--- src/rtl/mod_addsub_pipe_pkg.sv ---
// rtl/mod_addsub_pipe_pkg.sv - shared types and lane-slice helper for the modular add/sub pipe
package mod_arith_pkg;

  localparam int DEFAULT_K = 8;

  typedef enum logic {OP_ADD = 1'b0, OP_SUB = 1'b1} modop_e;

  // Low bit index of lane `lane` in a packed LANES x width vector.
  function automatic int lane_lo(input int lane, input int width);
    return lane * width;
  endfunction

endpackage

--- src/rtl/mod_addsub_pipe_if.sv ---
// rtl/mod_addsub_pipe_if.sv - valid/ready operand and result bus (MOD_ADDSUB_RANGE_CHECK_EN adds range_err)
interface mod_addsub_pipe_if #(
  parameter int K     = 8,
  parameter int LANES = 4
);
  logic               in_valid;
  logic               in_ready;
  logic               op;
  logic [LANES*K-1:0] a;
  logic [LANES*K-1:0] b;
  logic [K-1:0]       mod;
  logic               out_valid;
  logic               out_ready;
  logic [LANES*K-1:0] result;
`ifdef MOD_ADDSUB_RANGE_CHECK_EN
  logic [LANES-1:0]   range_err;

  modport master (output in_valid, op, a, b, mod, out_ready,
                  input  in_ready, out_valid, result, range_err);
  modport slave  (input  in_valid, op, a, b, mod, out_ready,
                  output in_ready, out_valid, result, range_err);
`else
  modport master (output in_valid, op, a, b, mod, out_ready,
                  input  in_ready, out_valid, result);
  modport slave  (input  in_valid, op, a, b, mod, out_ready,
                  output in_ready, out_valid, result);
`endif
endinterface

--- src/rtl/mod_addsub_pipe_lane.sv ---
// rtl/mod_addsub_pipe_lane.sv - one lane: S1 raw sum/difference, S2 modular correction (MOD_ADDSUB_RANGE_CHECK_EN adds operand range flag)
module mod_addsub_lane
  import mod_arith_pkg::*;
#(
  parameter int K = DEFAULT_K
) (
  input  logic         clk,
  input  logic         rst,
  input  logic         i_en1,
  input  logic         i_en2,
  input  modop_e       i_op,
  input  modop_e       i_op_s1,
  input  logic [K-1:0] i_a,
  input  logic [K-1:0] i_b,
  input  logic [K-1:0] i_mod_s1,
`ifdef MOD_ADDSUB_RANGE_CHECK_EN
  input  logic [K-1:0] i_mod,
  output logic         o_range_err,
`endif
  output logic [K-1:0] o_result
);

  logic [K:0]   w_raw_next;
  logic [K:0]   r_raw;
  logic [K:0]   w_diff;
  logic [K-1:0] w_corr;
  logic [K-1:0] r_result;

  // Raw K+1 bit sum or two's-complement difference of the incoming operands.
  always_comb begin
    w_raw_next = {1'b0, i_a} + {1'b0, i_b};
    if (i_op == OP_SUB) w_raw_next = {1'b0, i_a} - {1'b0, i_b};
  end

  // Fold the raw value back into [0, q): subtract q on add overflow, add q on borrow.
  always_comb begin
    w_diff = r_raw - {1'b0, i_mod_s1};
    w_corr = r_raw[K-1:0];
    if (i_op_s1 == OP_ADD) begin
      if (r_raw >= {1'b0, i_mod_s1}) w_corr = w_diff[K-1:0];
    end else begin
      if (r_raw[K]) w_corr = r_raw[K-1:0] + i_mod_s1;
    end
  end

  // Stage registers: raw value loads on accept, result loads when S2 takes a valid beat.
  always_ff @(posedge clk) begin
    if (rst) begin
      r_raw    <= '0;
      r_result <= '0;
    end else begin
      if (i_en1) r_raw <= w_raw_next;
      if (i_en2) r_result <= w_corr;
    end
  end

  assign o_result = r_result;

`ifdef MOD_ADDSUB_RANGE_CHECK_EN
  logic r_rerr1;
  logic r_rerr2;

  // Operand range flag, captured with the beat and carried alongside its result.
  always_ff @(posedge clk) begin
    if (rst) begin
      r_rerr1 <= 1'b0;
      r_rerr2 <= 1'b0;
    end else begin
      if (i_en1) r_rerr1 <= (i_a >= i_mod) || (i_b >= i_mod);
      if (i_en2) r_rerr2 <= r_rerr1;
    end
  end

  assign o_range_err = r_rerr2;
`endif

endmodule

--- src/rtl/mod_addsub_pipe.sv ---
// rtl/mod_addsub_pipe.sv - two-stage elastic multi-lane modular adder/subtractor (optional MOD_ADDSUB_RANGE_CHECK_EN)
module mod_addsub_pipe
  import mod_arith_pkg::*;
#(
  parameter int K     = DEFAULT_K,
  parameter int LANES = 4
) (
  input logic               clk,
  input logic               rst,
  mod_addsub_pipe_if.slave  bus
);

  logic               r_v1;
  logic               r_v2;
  modop_e             r_op;
  logic [K-1:0]       r_mod;
  logic               w_s2_adv;
  logic               w_s1_adv;
  logic               w_accept;
  logic               w_s2_load;
  logic [LANES*K-1:0] w_result;

  // S2 drains when empty or consumer ready; S1 moves whenever S2 does or it is empty.
  always_comb begin
    w_s2_adv  = !r_v2 || bus.out_ready;
    w_s1_adv  = !r_v1 || w_s2_adv;
    w_accept  = bus.in_valid && w_s1_adv;
    w_s2_load = w_s2_adv && r_v1;
  end

  // Stage valids plus the op/modulus shared by every lane of the beat in S1.
  always_ff @(posedge clk) begin
    if (rst) begin
      r_v1  <= 1'b0;
      r_v2  <= 1'b0;
      r_op  <= OP_ADD;
      r_mod <= '0;
    end else begin
      if (w_s1_adv) r_v1 <= bus.in_valid;
      if (w_s2_adv) r_v2 <= r_v1;
      if (w_accept) begin
        r_op  <= modop_e'(bus.op);
        r_mod <= bus.mod;
      end
    end
  end

  for (genvar g = 0; g < LANES; g++) begin : g_lane
    mod_addsub_lane #(.K(K)) u_lane (
      .clk         (clk),
      .rst         (rst),
      .i_en1       (w_accept),
      .i_en2       (w_s2_load),
      .i_op        (modop_e'(bus.op)),
      .i_op_s1     (r_op),
      .i_a         (bus.a[lane_lo(g, K) +: K]),
      .i_b         (bus.b[lane_lo(g, K) +: K]),
      .i_mod_s1    (r_mod),
`ifdef MOD_ADDSUB_RANGE_CHECK_EN
      .i_mod       (bus.mod),
      .o_range_err (bus.range_err[g]),
`endif
      .o_result    (w_result[lane_lo(g, K) +: K])
    );
  end

  assign bus.in_ready  = w_s1_adv;
  assign bus.out_valid = r_v2;
  assign bus.result    = w_result;

endmodule

--- src/flat_wrapper.sv ---
// flat-port wrapper written by rule: the top's interface ports become plain ports
module mod_addsub_pipe_flat import mod_arith_pkg::*;
#(
  parameter int K     = DEFAULT_K,
  parameter int LANES = 4
)
  (clk, rst, bus_in_valid, bus_op, bus_a, bus_b, bus_mod, bus_out_ready, bus_in_ready, bus_out_valid, bus_result);
  mod_addsub_pipe_if #(.K(K), .LANES(LANES)) bus_i ();
  input logic clk;
  input logic rst;
  input wire logic [$bits(bus_i.in_valid)-1:0] bus_in_valid;
  input wire logic [$bits(bus_i.op)-1:0] bus_op;
  input wire logic [$bits(bus_i.a)-1:0] bus_a;
  input wire logic [$bits(bus_i.b)-1:0] bus_b;
  input wire logic [$bits(bus_i.mod)-1:0] bus_mod;
  input wire logic [$bits(bus_i.out_ready)-1:0] bus_out_ready;
  output wire logic [$bits(bus_i.in_ready)-1:0] bus_in_ready;
  output wire logic [$bits(bus_i.out_valid)-1:0] bus_out_valid;
  output wire logic [$bits(bus_i.result)-1:0] bus_result;
  assign bus_i.in_valid = bus_in_valid;
  assign bus_i.op = bus_op;
  assign bus_i.a = bus_a;
  assign bus_i.b = bus_b;
  assign bus_i.mod = bus_mod;
  assign bus_i.out_ready = bus_out_ready;
  assign bus_in_ready = bus_i.in_ready;
  assign bus_out_valid = bus_i.out_valid;
  assign bus_result = bus_i.result;
  mod_addsub_pipe #(.K(K), .LANES(LANES)) u_core (.clk(clk), .rst(rst), .bus(bus_i));
endmodule
--- config.mk ---
export PLATFORM = sky130hd
export DESIGN_NAME = mod_addsub_pipe_flat
export DESIGN_NICKNAME = d
export VERILOG_FILES = /design/src/rtl/mod_addsub_pipe_pkg.sv /design/src/rtl/mod_addsub_pipe_if.sv /design/src/rtl/mod_addsub_pipe_lane.sv /design/src/rtl/mod_addsub_pipe.sv /design/src/flat_wrapper.sv
export SDC_FILE = /design/constraint.sdc
export NUM_CORES = 1
export LEC_CHECK = 0
export ABC_CLOCK_PERIOD_IN_PS = 4100
export CAP_MARGIN = 20
export CORE_MARGIN = 2
export CORE_UTILIZATION = 35
export DETAILED_ROUTE_END_ITERATION = 10
export GPL_ROUTABILITY_DRIVEN = 0
export GPL_TIMING_DRIVEN = 0
export PLACE_DENSITY = 0.61
export REMOVE_ABC_BUFFERS = 1
export SLEW_MARGIN = 25
export SYNTH_ARGS = -nofsm -noshare
export SYNTH_HDL_FRONTEND = slang
export SYNTH_SLANG_ARGS = --single-unit
export TNS_END_PERCENT = 10
--- constraint.sdc ---
create_clock -name clk -period 4.1 [get_ports clk]
set_input_delay 0.41 -clock clk [delete_from_list [all_inputs] [get_ports clk]]
set_output_delay 0.41 -clock clk [all_outputs]
set_load 0.03 [all_outputs]
==> results.sh, run 1 <==
export IMPL_status="completed"
export IMPL_synth_seq_cells=79
export IMPL_yosysMostFrequentCell="nand2_1"
export IMPL_drive_above_1_share=0.05217
export IMPL_start_util=0.3538
export IMPL_place_inst=1401
export IMPL_path_max_fanout=12
export IMPL_grt_pass1_wl_mm=34.72
export IMPL_setup_violations=0
export IMPL_cts_sink_count=79
export IMPL_finalNonFillerCells=1416
export IMPL_grt_pass1_vias=6816
export IMPL_relSlewSlack=0.3869
export IMPL_cp_arrival_ps=3670
export IMPL_start_kind="flip-flop"
export IMPL_clk_pin_slew_ps=60
export IMPL_critPathKind="flip-flop to flip-flop"
export IMPL_drv_cap=0
export IMPL_area_delta_synth_final_pct=22.07
export IMPL_drt_wl_total_mm=21.90
export IMPL_dr_total_vias=7382
export IMPL_die_x_um=154.6
export IMPL_fin_nets=1312
export IMPL_period_share=0.8304
export IMPL_min_period_ps=3405
export IMPL_post_dp_hpwl_mm=16.42
export IMPL_clk_path_buf_depth=2
export IMPL_drt_drc_violations_left=0
export IMPL_via_per_inst=5.213
export IMPL_setup_ws_ps=695.2
export IMPL_h_tree_depth=3
export IMPL_rsz0062_at_grt="false"
export IMPL_first_pass_iters=4
export IMPL_yosysSeqAreaShare=0.1992
export IMPL_core_area_um2=22430
export IMPL_synth_top_area_share=0.1992
export IMPL_diodes=0
export IMPL_grt_overflow_total=0
export IMPL_synth_top_cell_by_area="dfxtp_1"
export IMPL_synth_common_cells="113 x nand2_1, 112 x nor2_1, 99 x a21oi_1"
export IMPL_cellLeakagePower_nw=3.892
export IMPL_fmax_mhz=293.7
export IMPL_track_usage=0.1819
export IMPL_cts_setup_buffers=0
export IMPL_cts_resized=0
export IMPL_die_h_um=154.6
export IMPL_power_total_mw=3.520
export IMPL_dieArea_um2=23900
export IMPL_drtIter0Drc=435
export IMPL_synth_area_leaders="dfxtp_1 20%, ha_1 15%, a21oi_1 6.2%, xnor2_1 5.8%, nand2_1 5.3%"
export IMPL_num_fill_cells=2317
export IMPL_place_worst_setup_slack_ps=405.6
export IMPL_synth_warnings=0
export IMPL_antenna_found_initial=0
export IMPL_final_core_util=0.4319
export IMPL_ir_drop_uv=192.4
export IMPL_tightest_slew_ps=919.6
export IMPL_drv_slew=0
export IMPL_yosysUniqueCellTypes=72
export IMPL_synth_edf_count=0
export IMPL_drtAntennaViolNets=0
export IMPL_netlist_area_um2=7938
export IMPL_clock_skew_final_ps=5.290
export IMPL_crit_path_end_kind="flip-flop"
export IMPL_async_flop_share=0
export IMPL_cts_root_buf="clkbuf_16"
export IMPL_wl_per_cell_um=15.46
export IMPL_io_pins=111
export IMPL_clock_latency_ps=360
export IMPL_min_path_type="flip-flop to flip-flop"
export IMPL_grt_start_max_net_pins=38
export IMPL_cts_tree="done"
export IMPL_power_density_nw_per_um2=363.2
export IMPL_numCtsBuffers=9
export IMPL_syn_mean_instance_area_um2=7.552
export IMPL_crit_required_ps=4370
export IMPL_syn_inst=1051
export IMPL_portBuffers=110
export IMPL_synth_flop_cell="dfxtp_1"
export IMPL_finalHoldViolations=0
export IMPL_holdBufCountCts=0
export IMPL_row_count=55
==> critical path, stage by stage, from the launching register on <==
cell and delay (ps):
dfxtp_1 770, inv_1 460, ha_1 360, nor3b_1 240
o21ai_0 150, a21oi_2 530, a21boi_0 320, o32a_1 240
a311oi_1 250
==> logic make-up (layout without fill, tap and decap cells) <==
logic type,Yosys count,in the layout,synth area share
and+or+nand+nor,365,365,0.2144
AOI/OAI and AO/OA,279,279,0.2270
buffers and inverters,117,197,0.05911
adders and majority gates,108,108,0.1816
xor gates and xnor gates,81,81,0.08938
DFF,79,79,0.1992
muxes,22,22,0.02932
==> layout make-up <==
| cell class | count | area, um2 | share of cell area |
|---|---|---|---|
| Multi-Input combinational cell | 855 | 5926 | 0.6116 |
| Sequential cell | 79 | 1583 | 0.1634 |
| Timing Repair Buffer | 116 | 1231 | 0.1271 |
| Tap cell | 285 | 356.6 | 0.03680 |
| Inverter | 66 | 247.7 | 0.02557 |
| Clock buffer | 10 | 239.0 | 0.02466 |
| Clock inverter | 5 | 106.4 | 0.01098 |
==> layer usage <==
layer / up-vias / global-route usage / share of wire
li1: 3828 / - / -
met2: 157 / 0.3021 / 0.46
met1: 3358 / 0.2351 / 0.46
met3: 39 / 0.02830 / 0.051
met5: - / 0 / 0
met4: 0 / 0.07628 / 0.029
==> power breakdown <==
part | internal (mW) | leakage, nW | total, mW | switching, mW
registers | 0.853 | 0.651 | 0.974 | 0.121
clock network | 0.609 | 0.165 | 0.960 | 0.351
logic | 0.729 | 3.08 | 1.59 | 0.856
total | 2.19 | 3.89 | 3.52 | 1.33
==> metrics by stage <==
step	hold slack, ps	cell area, um2	setup TNS (ps)
after floorplan	430.3	7716	0
after global placement	435.7	9174	-23450
after detailed placement	444.8	9338	0
after CTS	456.0	9683	0
after global routing	483.6	9689	0
final	453.8	9689	0
==> path summary, 6_finish.rpt <==
check                                           start                                  end  slack, ps  depth (start not counted)
setup / recovery                      u_core.r_mod[1]  u_core.g_lane[1].u_lane.o_result[7]        700                          8
hold / removal    u_core.g_lane[1].u_lane.o_result[2]  u_core.g_lane[1].u_lane.o_result[2]        450                          2
hold reg to reg   u_core.g_lane[1].u_lane.o_result[2]  u_core.g_lane[1].u_lane.o_result[2]        450                          2
setup reg to reg                      u_core.r_mod[1]  u_core.g_lane[1].u_lane.o_result[7]        700                          8
==> placed cells by master (no fill, tap or decap), types with 12 or more instances in the layout <==
cell type        count
clkdlybuf4s50_1    108
nor2_1             110
nor2b_1             25
a21oi_1             97
o211ai_1            12
nand2_1            112
o21ai_0             53
fa_1                12
xnor2_1             53
ha_1                96
nand2b_1            19
mux2i_1             12
dfxtp_1             78
a211oi_1            22
nor3_1              39
inv_1               66
xor2_1              28
==> sequential cells by signal (all words and copies together), names as in the netlist <==
register and cells:
u_core.g_lane.u_lane.r_raw 36, u_core.g_lane.u_lane.o_result 32, u_core.r_op 1, u_core.bus.out_valid 1
u_core.r_mod 8, u_core.r_v1 1
Power figures use the tool's default switching activity.
==> run 2, diff against run 1 <==
--- a/config.mk
+++ b/config.mk
@@ -5,14 +5,14 @@
 export SDC_FILE = /design/constraint.sdc
 export NUM_CORES = 1
 export LEC_CHECK = 0
-export ABC_CLOCK_PERIOD_IN_PS = 4100
+export ABC_CLOCK_PERIOD_IN_PS = 3000
 export CAP_MARGIN = 20
 export CORE_MARGIN = 2
 export CORE_UTILIZATION = 35
 export DETAILED_ROUTE_END_ITERATION = 10
 export GPL_ROUTABILITY_DRIVEN = 0
 export GPL_TIMING_DRIVEN = 0
-export PLACE_DENSITY = 0.61
+export PLACE_DENSITY = 0.63
 export REMOVE_ABC_BUFFERS = 1
 export SLEW_MARGIN = 25
 export SYNTH_ARGS = -nofsm -noshare
==> constraint.sdc (replaced) <==
create_clock -name clk -period 3 [get_ports clk]
set_input_delay 0.3 -clock clk [delete_from_list [all_inputs] [get_ports clk]]
set_output_delay 0.3 -clock clk [all_outputs]
set_load 0.03 [all_outputs]
==> results.sh, run 2 (synthesized netlist as in run 1, its figures left out) <==
export IMPL_status="completed"
export IMPL_drv_slew=0
export IMPL_drtIter0Drc=494
export IMPL_cts_root_buf="clkbuf_16"
export IMPL_largest_reg_flops=36
export IMPL_grt_overflow_total=0
export IMPL_diodes=0
export IMPL_setup_violations=0
export IMPL_place_inst=1401
export IMPL_path_max_fanout=11
export IMPL_drive_above_1_share=0.06157
export IMPL_finalNonFillerCells=1422
export IMPL_critPathMaxStageDelay_ps=540
export IMPL_drv_cap=0
export IMPL_numCtsBuffers=9
export IMPL_grt_pass1_wl_mm=35.17
export IMPL_clock_skew_final_ps=8.748
export IMPL_hold_start="bus_op"
export IMPL_relSlewSlack=0.4826
export IMPL_first_pass_iters=6
export IMPL_min_path_type="input port to flip-flop"
export IMPL_slowest_stage="dfxtp_1"
export IMPL_crit_path_end_kind="flip-flop"
export IMPL_r2r_start="u_core.r_mod[6]"
export IMPL_portBuffers=110
export IMPL_antenna_found_initial=0
export IMPL_ir_drop_uv=206.4
export IMPL_fmax_mhz=353.0
export IMPL_clock_latency_ps=360
export IMPL_power_density_nw_per_um2=481.0
export IMPL_finalHoldViolations=0
export IMPL_start_kind="flip-flop"
export IMPL_num_fill_cells=2301
export IMPL_io_pins=111
export IMPL_via_per_inst=5.237
export IMPL_area_delta_synth_final_pct=22.53
export IMPL_core_area_um2=22430
export IMPL_tightest_slew_ps=776.0
export IMPL_cp_arrival_ps=3070
export IMPL_final_core_util=0.4335
export IMPL_holdPathStages=3
export IMPL_die_h_um=154.6
export IMPL_grt_pass1_vias=6944
export IMPL_critPathKind="flip-flop to flip-flop"
export IMPL_cts_sink_count=79
export IMPL_wl_per_cell_um=15.55
export IMPL_row_count=55
export IMPL_setup_tns_ps=0
export IMPL_dr_total_vias=7447
export IMPL_period_share=0.9443
export IMPL_cellLeakagePower_nw=3.901
export IMPL_final_common_cell="nand2_1"
export IMPL_clk_pin_slew_ps=60
export IMPL_grt_start_max_net_pins=38
export IMPL_startpoint="u_core.r_mod[6]"
export IMPL_largest_register="u_core.g_lane.u_lane.r_raw"
export IMPL_cts_tree="done"
export IMPL_fin_nets=1317
export IMPL_crit_chain="inv_1 > ha_1 > a21o_1 > a211oi_1 > o221ai_4 > mux2_1 > o211ai_1 > nand2_1"
export IMPL_drtAntennaViolNets=0
export IMPL_rsz0062_at_grt="false"
export IMPL_drt_drc_violations_left=0
export IMPL_drt_wl_total_mm=22.11
export IMPL_clk_path_buf_depth=2
export IMPL_mostFrequentLayoutCells="112 x nand2_1, 110 x nor2_1, 108 x clkdlybuf4s50_1"
export IMPL_die_x_um=154.6
export IMPL_ff2ff_path_depth=8
export IMPL_post_dp_hpwl_mm=16.34
export IMPL_h_tree_depth=3
export IMPL_min_period_ps=2833
export IMPL_track_usage=0.1833
export IMPL_crit_required_ps=3240
export IMPL_dieArea_um2=23900
export IMPL_start_util=0.3538
[run 2: cell types whose count changed in the layout (fill, tap and decap cells not counted), sizes merged]
cell,delta
clkbuf,+2
bufinv,-2
buf,+5
inv,-1
clkinv,+2
[run 2: power by group]
group,internal [mW],switching (mW)
combinational,1.02,1.19
sequential,1.17,0.170
clock,0.664,0.468
[run 2: path summary, 6_finish.rpt]
kind                                                             to  slack [ps]
worst max register to register  u_core.g_lane[3].u_lane.o_result[2]         170
worst min register to register  u_core.g_lane[1].u_lane.o_result[0]         450
worst min-delay path                                    u_core.r_op         330
worst max-delay path            u_core.g_lane[3].u_lane.o_result[2]         170
[run 2: layout make-up]
cell class | count | area [um2] | area share
inverter | 66 | 251.5 | 0.02586
timing repair buffer | 121 | 1276 | 0.1312
multi-input combinational | 855 | 5958 | 0.6126
clock buffer | 12 | 246.5 | 0.02534
sequential | 79 | 1592 | 0.1636
clock inverter | 4 | 45.04 | 0.004631
tap | 285 | 356.6 | 0.03667
[run 2: metal layers]
metal | wire length (um) | part of all wire | vias to the layer above | GRT usage
li1 | - | - | 3826 | -
met1 | 10170 | 0.46 | 3436 | 0.2324
met2 | 10560 | 0.48 | 161 | 0.3170
met3 | 1094 | 0.049 | 24 | 0.04007
met4 | 286 | 0.013 | 0 | 0.04409
met5 | 0 | 0 | - | 0
[run 2: per-stage QoR]
step	hold WS, ps	power [mW]	cell area, um2	setup slack [ps]
global route	363.7	4.989	9726	64.16
CTS	335.9	4.676	9664	33.78
global placement	434.4	3.455	9174	-2131
finish	333.0	4.678	9726	167.0
floorplan	369.1	2.873	7716	87.68
detailed placement	437.9	3.506	9338	-759.0
[run 2: repair_timing]
| item | in CTS | in global routing |
|---|---|---|
| hold buffers | 0 | 0 |
| resized for setup | 6 | 8 |
| buffers inserted | 0 | 4 |
| endpoints found under the setup margin | 29 | 14 |
[run 2: worst max-delay path, delay by kind of cell (launching register included)]
family | cells | cell delay, ps
buffers and inverters | 1 | 220
muxes | 1 | 380
adders and majority gates | 1 | 440
DFF | 1 | 540
AOI/OAI and AO/OA | 4 | 1070
and+or+nand+nor | 1 | 70
